[src/rtl/sort_sequencer.sv]
// Sequences a sort_top instance through one job: clear, load N elements, wait
// for the sorted result, drain N elements over a valid/ready stream.
module sort_sequencer #(
    parameter int LOG_INPUT_NUM = 7,
    parameter int DATA_WIDTH    = 32,
    parameter int RST_CYCLES    = 2,
    parameter int TIMEOUT       = 4096
) (
    input  logic                    clk,
    input  logic                    rst,
    input  logic                    start,
    output logic                    busy,
    output logic                    done,
    output logic                    err,
    input  logic                    in_valid,
    output logic                    in_ready,
    input  logic [DATA_WIDTH-1:0]   in_data,
    output logic                    out_valid,
    input  logic                    out_ready,
    output logic [DATA_WIDTH-1:0]   out_data,
    output logic [LOG_INPUT_NUM:0]  elem_cnt,
    output logic                    srt_rst,
    output logic [DATA_WIDTH-1:0]   srt_din,
    output logic                    srt_now1,
    output logic                    srt_now2,
    input  logic                    srt_y_valid,
    input  logic [DATA_WIDTH-1:0]   srt_dout
);

    localparam int N  = 2 ** LOG_INPUT_NUM;
    localparam int CW = LOG_INPUT_NUM + 1;
    localparam int RW = (RST_CYCLES > 1) ? $clog2(RST_CYCLES + 1) : 1;
    localparam int TW = (TIMEOUT > 1) ? $clog2(TIMEOUT + 1) : 1;

    localparam logic [CW-1:0] N_LAST   = CW'(N - 1);
    localparam logic [CW-1:0] N_CNT    = CW'(N);
    localparam logic [RW-1:0] RST_LAST = RW'(RST_CYCLES - 1);
    localparam logic [TW-1:0] TO_LAST  = TW'(TIMEOUT - 1);

    typedef enum logic [2:0] {
        S_IDLE,
        S_CLEAR,
        S_LOAD,
        S_WAIT,
        S_DRAIN,
        S_DONE,
        S_ERROR
    } state_t;

    state_t                 state, state_nxt;
    logic [RW-1:0]          rst_cnt, rst_cnt_nxt;
    logic [TW-1:0]          wait_cnt, wait_cnt_nxt;
    logic                   settle, settle_nxt;
    logic                   done_nxt, err_nxt;
    logic                   out_valid_nxt, now1_nxt, now2_nxt;
    logic [DATA_WIDTH-1:0]  out_data_nxt, din_nxt;
    logic [CW-1:0]          elem_cnt_nxt;
    logic                   capture, out_fire;

    always_comb begin
        state_nxt     = state;
        rst_cnt_nxt   = rst_cnt;
        wait_cnt_nxt  = wait_cnt;
        settle_nxt    = 1'b0;
        done_nxt      = 1'b0;
        err_nxt       = err;
        out_valid_nxt = out_valid;
        out_data_nxt  = out_data;
        din_nxt       = srt_din;
        now1_nxt      = 1'b0;
        now2_nxt      = 1'b0;
        elem_cnt_nxt  = elem_cnt;
        out_fire      = out_valid && out_ready;
        capture       = 1'b0;

        case (state)
            S_IDLE: begin
                if (start) begin
                    state_nxt    = S_CLEAR;
                    err_nxt      = 1'b0;
                    elem_cnt_nxt = '0;
                    rst_cnt_nxt  = '0;
                end
            end
            S_CLEAR: begin
                if (rst_cnt == RST_LAST) state_nxt = S_LOAD;
                else                     rst_cnt_nxt = rst_cnt + 1'b1;
            end
            S_LOAD: begin
                if (in_valid && in_ready) begin
                    din_nxt      = in_data;
                    now1_nxt     = 1'b1;
                    elem_cnt_nxt = elem_cnt + 1'b1;
                    if (elem_cnt == N_LAST) begin
                        state_nxt    = S_WAIT;
                        wait_cnt_nxt = '0;
                    end
                end
            end
            S_WAIT: begin
                // A result arriving on the timeout cycle still wins.
                if (srt_y_valid) begin
                    state_nxt    = S_DRAIN;
                    elem_cnt_nxt = '0;
                end else if (wait_cnt == TO_LAST) begin
                    state_nxt   = S_ERROR;
                    err_nxt     = 1'b1;
                    rst_cnt_nxt = '0;
                end else begin
                    wait_cnt_nxt = wait_cnt + 1'b1;
                end
            end
            S_DRAIN: begin
                // settle blocks capture for the cycle the sorter needs after srt_now2
                capture = !settle && (!out_valid || out_ready) && srt_y_valid &&
                          (elem_cnt != N_CNT);
                if (capture) begin
                    out_data_nxt  = srt_dout;
                    out_valid_nxt = 1'b1;
                    now2_nxt      = 1'b1;
                    elem_cnt_nxt  = elem_cnt + 1'b1;
                    settle_nxt    = 1'b1;
                end else if (out_fire) begin
                    out_valid_nxt = 1'b0;
                    if (elem_cnt == N_CNT) begin
                        state_nxt = S_DONE;
                        done_nxt  = 1'b1;
                    end
                end
            end
            S_DONE: begin
                state_nxt = S_IDLE;
            end
            S_ERROR: begin
                if (rst_cnt == RST_LAST) state_nxt = S_IDLE;
                else                     rst_cnt_nxt = rst_cnt + 1'b1;
            end
            default: begin
                state_nxt = S_IDLE;
            end
        endcase
    end

    always_ff @(posedge clk) begin
        if (rst) begin
            state     <= S_IDLE;
            rst_cnt   <= '0;
            wait_cnt  <= '0;
            settle    <= 1'b0;
            busy      <= 1'b0;
            done      <= 1'b0;
            err       <= 1'b0;
            in_ready  <= 1'b0;
            out_valid <= 1'b0;
            out_data  <= '0;
            elem_cnt  <= '0;
            srt_rst   <= 1'b0;
            srt_din   <= '0;
            srt_now1  <= 1'b0;
            srt_now2  <= 1'b0;
        end else begin
            state     <= state_nxt;
            rst_cnt   <= rst_cnt_nxt;
            wait_cnt  <= wait_cnt_nxt;
            settle    <= settle_nxt;
            busy      <= (state_nxt != S_IDLE);
            done      <= done_nxt;
            err       <= err_nxt;
            in_ready  <= (state_nxt == S_LOAD);
            out_valid <= out_valid_nxt;
            out_data  <= out_data_nxt;
            elem_cnt  <= elem_cnt_nxt;
            srt_rst   <= (state_nxt == S_CLEAR) || (state_nxt == S_ERROR);
            srt_din   <= din_nxt;
            srt_now1  <= now1_nxt;
            srt_now2  <= now2_nxt;
        end
    end

endmodule

[config.mk]
export PLATFORM = sky130hd
export DESIGN_NAME = sort_sequencer
export DESIGN_NICKNAME = d
export VERILOG_FILES = /design/src/rtl/sort_sequencer.sv
export SDC_FILE = /design/constraint.sdc
export NUM_CORES = 1
export LEC_CHECK = 0
export ABC_AREA = 1
export BUFFER_PORTS_ARGS = -buffer_cell sky130_fd_sc_hd__buf_4
export CORE_ASPECT_RATIO = 1.75
export CORE_MARGIN = 5
export CORE_UTILIZATION = 50
export DETAILED_ROUTE_END_ITERATION = 10
export PLACE_DENSITY = 0.78
export SLEW_MARGIN = 10
export SYNTH_ARGS = -nofsm -noshare
export SYNTH_HDL_FRONTEND = slang
export SYNTH_SLANG_ARGS = --single-unit
[constraint.sdc]
create_clock -name clk -period 1.7 [get_ports clk]
set_clock_uncertainty 0.05 [all_clocks]
set_input_delay 0.17 -clock clk [delete_from_list [all_inputs] [get_ports clk]]
set_output_delay 0.17 -clock clk [all_outputs]
set_load 0.005 [all_outputs]
# Word-level counts from Yosys, hierarchy flattened
# Index checks and enable logic that the tools add are counted.
word_totals:
  regBits: 98
  in_bits: 70
  out_inout_bits: 80
  elab_cells: 104
classes:
  addsub: 3
  n_eq_ne: 22
  muxes: 35
  bitwise: 3
  reduce_logical: 27
ops:
  columns: ["cell", "count"]
  rows:
  - ["two-way mux 13 bit", 4]
  - ["two-way mux 8 bit", 4]
  - ["one-hot mux 8 bit (4 select lines)", 1]
  - ["two-way mux 3 bit", 10]
  - ["one-hot mux 13 bit (2 select lines)", 1]
  - ["inequality test 2 bit, second input constant", 9]
  - ["one-hot mux 3 bit (6 select lines)", 1]
  - ["AND reduction 5 bit", 3]
  - ["adder 13 x 1 -> 13 bit, second input constant", 1]
  - ["== test 13 x 12 -> 1 bit, second input constant", 1]
  - ["== test 3 x 2 -> 1 bit, second input constant", 3]
  - ["== test 3 bit, second input constant", 3]
  - ["adder 8 x 1 -> 8 bit, second input constant", 1]
  - ["== test 8 x 7 -> 1 bit, second input constant", 1]
  - ["== test 8 bit, second input constant", 1]
  - ["two-way mux 1 bit", 8]
  - ["two-way mux 2 bit", 4]
  - ["inequality test 8 bit, second input constant", 1]
  - ["== test 3 x 1 -> 1 bit, second input constant", 2]
  - ["one-hot mux 2 bit (3 select lines)", 1]
  - ["AND reduction 2 bit", 3]
  - ["nonzero test 2 bit", 3]
  - ["nonzero test 3 bit", 2]
  - ["OR reduction 2 bit", 3]
  - ["other kinds (11)", 19]

# Depth between registers and ports, before layout
depth:
  ltp_word: 9
  mapped_depth: 11
  depth_no_buf: 11

# Worst setup path before layout
# OpenSTA, ideal clock, no wires.
synth_path:
  path_type: "flip-flop to flip-flop"
  from: "register elem_cnt[0]"
  to: "register out_data[0]"
  setup_time_ps: 119
  arrival_time_ps: 1444
  required_ps: 1531
  setup_slack_ps: 86
  path_stages_with_launch: 11
  path_buffers: 2
  synth_period_minus_slack_ps: 1614
  cell_sequence: "dfxtp_1 > inv_1 > ha_1 > nand2_1 > nor2_1 > nand2_1 > nand4_1 > buf_4 > buf_4 > o21ai_0 > a21oi_1"
synth_between:
  elab_chain_len: 3
synth_lines:
  columns: ["item", "line", "text"]
  rows:
  - ["start: declaration", "21", "output logic [LOG_INPUT_NUM:0] elem_cnt,"]
  - ["start signal: assignment", "172", "elem_cnt <= elem_cnt_nxt;"]
  - ["inequality test 8 bit", "116", "(elem_cnt != N_CNT);"]
  - ["logical AND 1 bit", "115", "capture = !settle && (!out_valid || out_ready) && srt_y_valid &&"]
  - ["AND reduction 2 bit (no source line)", null, null]
  - ["end signal: assignment", "171", "out_data <= out_data_nxt;"]
  - ["end: declaration", "20", "output logic [DATA_WIDTH-1:0] out_data,"]
# No other way between the ends.
# A chain may end at the register's enable or synchronous reset.

# Final worst setup path
layout_path:
  from: "register elem_cnt[0]"
  to: "register out_data[14]"
# Same word-level chain as after synthesis.

==> flow_summary.ini <==
[floorplanning]
pin_count = 150
die_width_um = 80.0
die_h_um = 132
dieArea_um2 = 10600
initial_core_util_pct = 51.2
fp.coreArea_um2 = 8370
num_rows = 44

[clocking]
path_clk_slew_ns = 0.07
clock_latency_ns = 0.34
clk_path_buf_depth = 2
cts_max_level = 3
cts_root_buf = clkbuf_16
cts_tree = yes
cts_buffers = 9
cts_sinks = 98

[yosys]
yosys_warnings = 0
netlist_area_um2 = 4290
synth_top_family_by_area = simple AND/OR/NAND/NOR gates
synthAdderAreaFrac_pct = 1.17
ys_async_sr_fraction_pct = 0
yosysUniqueCellTypes = 31
synth_top_area_cell = dfxtp_1
synthTopCellsByArea = dfxtp_1 46%, nor2_1 9.3%, o21ai_0 7.8%, nand2_1 7.0%, a21oi_1 6.4%
syn_inst = 584
synth_fp_nets = 658
ys.flop_type = dfxtp_1
yosys-top-cells-count = 106 x nor2_1, 98 x dfxtp_1, 80 x nand2_1
synth-simple-area-share_pct = 26.3
synth_xor_area_share_pct = 2.04
synth-compound-area-share_pct = 15.2
avgSynthCellArea_um2 = 7.34
synth_top_area_share_pct = 45.8
synth_seq_cells = 98
synth_edf_count = 0
yosysMostFrequentCell = nor2_1
synthMuxAreaShare_pct = 0
ys_seq_area_share_pct = 45.8

[routing]
post-route-drc-count = 0
wl_um = 12700
vias_per_cell = 5.11
antenna_left = 0
num_vias = 4493
first_pass_iters = 4
drtIter0Drc = 196
routedWlPerCell_um = 14.4

[sta]
finalCritPeriodShare_pct = 96.5
slew_headroom_pct = 79.5
tightestPinTransition_ns = 0.308
drv_slew = 0
fin_tns_setup_ns = 0
fin_hold_ws_ns = 0.00467
fin_crit_ns = 1.64
hold_viol_final = 0
fmax_mhz = 610
finalSetupViolCount = 0

[placed_design]
io_buffers = 149
place_inst = 846
place.gp.congestion = 0.920
dp.final_hpwl_um = 8950

[critical_path]
rr_endpoint = out_data[14]$_SDFFE_PP0P_
cp-endpoint = out_data[14]$_SDFFE_PP0P_
regToRegSetupSlack_ns = 0.06
required_ns = 1.88
worstSetupPathType = register to register
slowest_delay_ns = 0.36
end_kind = register
startpoint = elem_cnt[0]$_SDFFE_PP0P_
startpoint_type = register
crit_arrival_ns = 1.82
crit_chain = inv_2 -> ha_2 -> nand2_1 -> nor2_2 -> nand2_1 -> nand4_1 -> buf_6 -> clkbuf_16 -> o21ai_0 -> a21oi_1
path_common_cell = nand2_1
cp_slowest_cell = dfxtp_2
reg2reg_from = elem_cnt[0]$_SDFFE_PP0P_
reg2regPathDepth = 10
cp_max_fo = 7

[final_layout]
final_cells = 879
drive_above_1_share_pct = 30.4
antenna_cells = 0
fin_nets = 833
n_fill_cell = 669
area_delta_synth_final_pct = 44.2

[grt]
antenna_found_initial = 0
grt_overflow = 0
grt_pass1_vias = 4323
grt_pass1_wl_um = 19600
grtUsageTotal_pct = 23.0
grt_max_degree = 49

[run]
maxCapViolCount = 0

[power_and_ir_drop]
power_density_nw_per_um2 = 788
leakagePower_nw = 2.82
power.ir.vdd_worst_uv = 783
p_total_mw = 4.87

[outcome]
status = complete, no violations

[worst_hold_path]
min_path_type = input pin to register
per-stage QoR:
step                      instance area (um2)  setup WS [ns]  utilization [%]
after global routing                     6180        -0.0693             73.9
after CTS                                6010         0.0168             71.9
after detailed placement                 5610         0.0457             67.0
final                                    6180         0.0594             73.9
after floorplan                          4290         0.0864                -
after global placement                   5610          0.115             67.0
power breakdown:
part           internal [mW]  switching [mW]
registers               2.32          0.0231
logic                  0.226           0.231
clock network           1.19           0.877
total                   3.74            1.13
cells by family after synthesis:
family	after synthesis
AO/OA/AOI/OAI	127
XOR/XNOR	10
adder cells (fa/ha/maj)	4
buffers and inverters	95
flip-flops	98
AND/OR/NAND/NOR	250
registers in the layout (all words and copies together) (netlist names):
signal and count:
srt_din 32, out_data 32, srt_rst 1, busy 1, srt_now1 1, err 1, out_valid 1, settle 1
rst_cnt 2, elem_cnt 8, in_ready 1, done 1, state 3, wait_cnt 13
critical path, delay by kind of cell (launching register included):
| family | cells | cell delay [ns] |
|---|---|---|
| compound gates | 2 | 0.23 |
| flops | 1 | 0.36 |
| buf+inv | 3 | 0.40 |
| simple gates | 4 | 0.32 |
| fa+ha+maj | 1 | 0.17 |
per-layer routing:
layer  vias to the layer above  share of wire [%]  GRT usage (%)
met5                         -                  0              0
met4                         0                4.0           12.5
met3                        37                5.2           4.63
met2                       142                 55           41.2
met1                      2099                 35           24.3
li1                       2215                  -              -
final cells by class:
class / count / area (um2) / share of cell area (%)
flip-flops and latches: 98 / 1970 / 31.8
multi-input cells: 392 / 1940 / 31.3
repair buffers: 190 / 1580 / 25.5
inverters: 68 / 255 / 4.13
clock buffers: 11 / 243 / 3.93
well taps: 115 / 144 / 2.33
clock inverters: 5 / 60.1 / 0.972
how the worst min path moves through the flow:
| stage | endpoint | from | slack [ns] | depth (start not counted) |
|---|---|---|---|---|
| floorplan | srt_din[10]$_SDFFE_PP0P_ | in_data[10] | 0.25 | 2 |
| finish | srt_din[0]$_SDFFE_PP0P_ | in_data[0] | 0.005 | 3 |
| detailed placement | srt_din[11]$_SDFFE_PP0P_ | in_data[11] | 0.35 | 3 |
| CTS | srt_din[9]$_SDFFE_PP0P_ | in_data[9] | 0.0003 | 3 |
| global placement | srt_din[25]$_SDFFE_PP0P_ | in_data[25] | 0.34 | 3 |
| global route | srt_din[27]$_SDFFE_PP0P_ | in_data[27] | 0.004 | 3 |
what timing repair did:
| action | 4_1_cts | 5_1_grt |
|---|---|---|
| gates resized for setup | 0 | 38 |
| endpoints found under the hold margin | 10 | 0 |
| hold buffers | 10 | 0 |
| buffers inserted | 0 | 2 |
| setup endpoints to repair | 0 | 45 |
placed cells by master (no fill, tap or decap), types with 2 or more instances in the layout:
| master | count |
|---|---|
| buf_12 | 4 |
| inv_6 | 2 |
| clkbuf_16 | 13 |
| buf_4 | 171 |
| o21ai_0 | 46 |
| nor2_8 | 2 |
| xor2_1 | 5 |
| inv_2 | 7 |
| nand3_2 | 2 |
| xnor2_1 | 5 |
| nor2_2 | 5 |
| nand4_1 | 9 |
| nand2_4 | 5 |
| o21ai_1 | 21 |
| ha_1 | 3 |
| nor2_1 | 104 |
| nand2_1 | 80 |
| dfxtp_1 | 94 |
| dfxtp_2 | 4 |
| nand3_1 | 35 |
| a21oi_1 | 55 |
| nand2_2 | 4 |
| dlygate4sd3_1 | 10 |
| inv_1 | 61 |
| a21oi_2 | 3 |
Power figures use the tool's default switching activity.
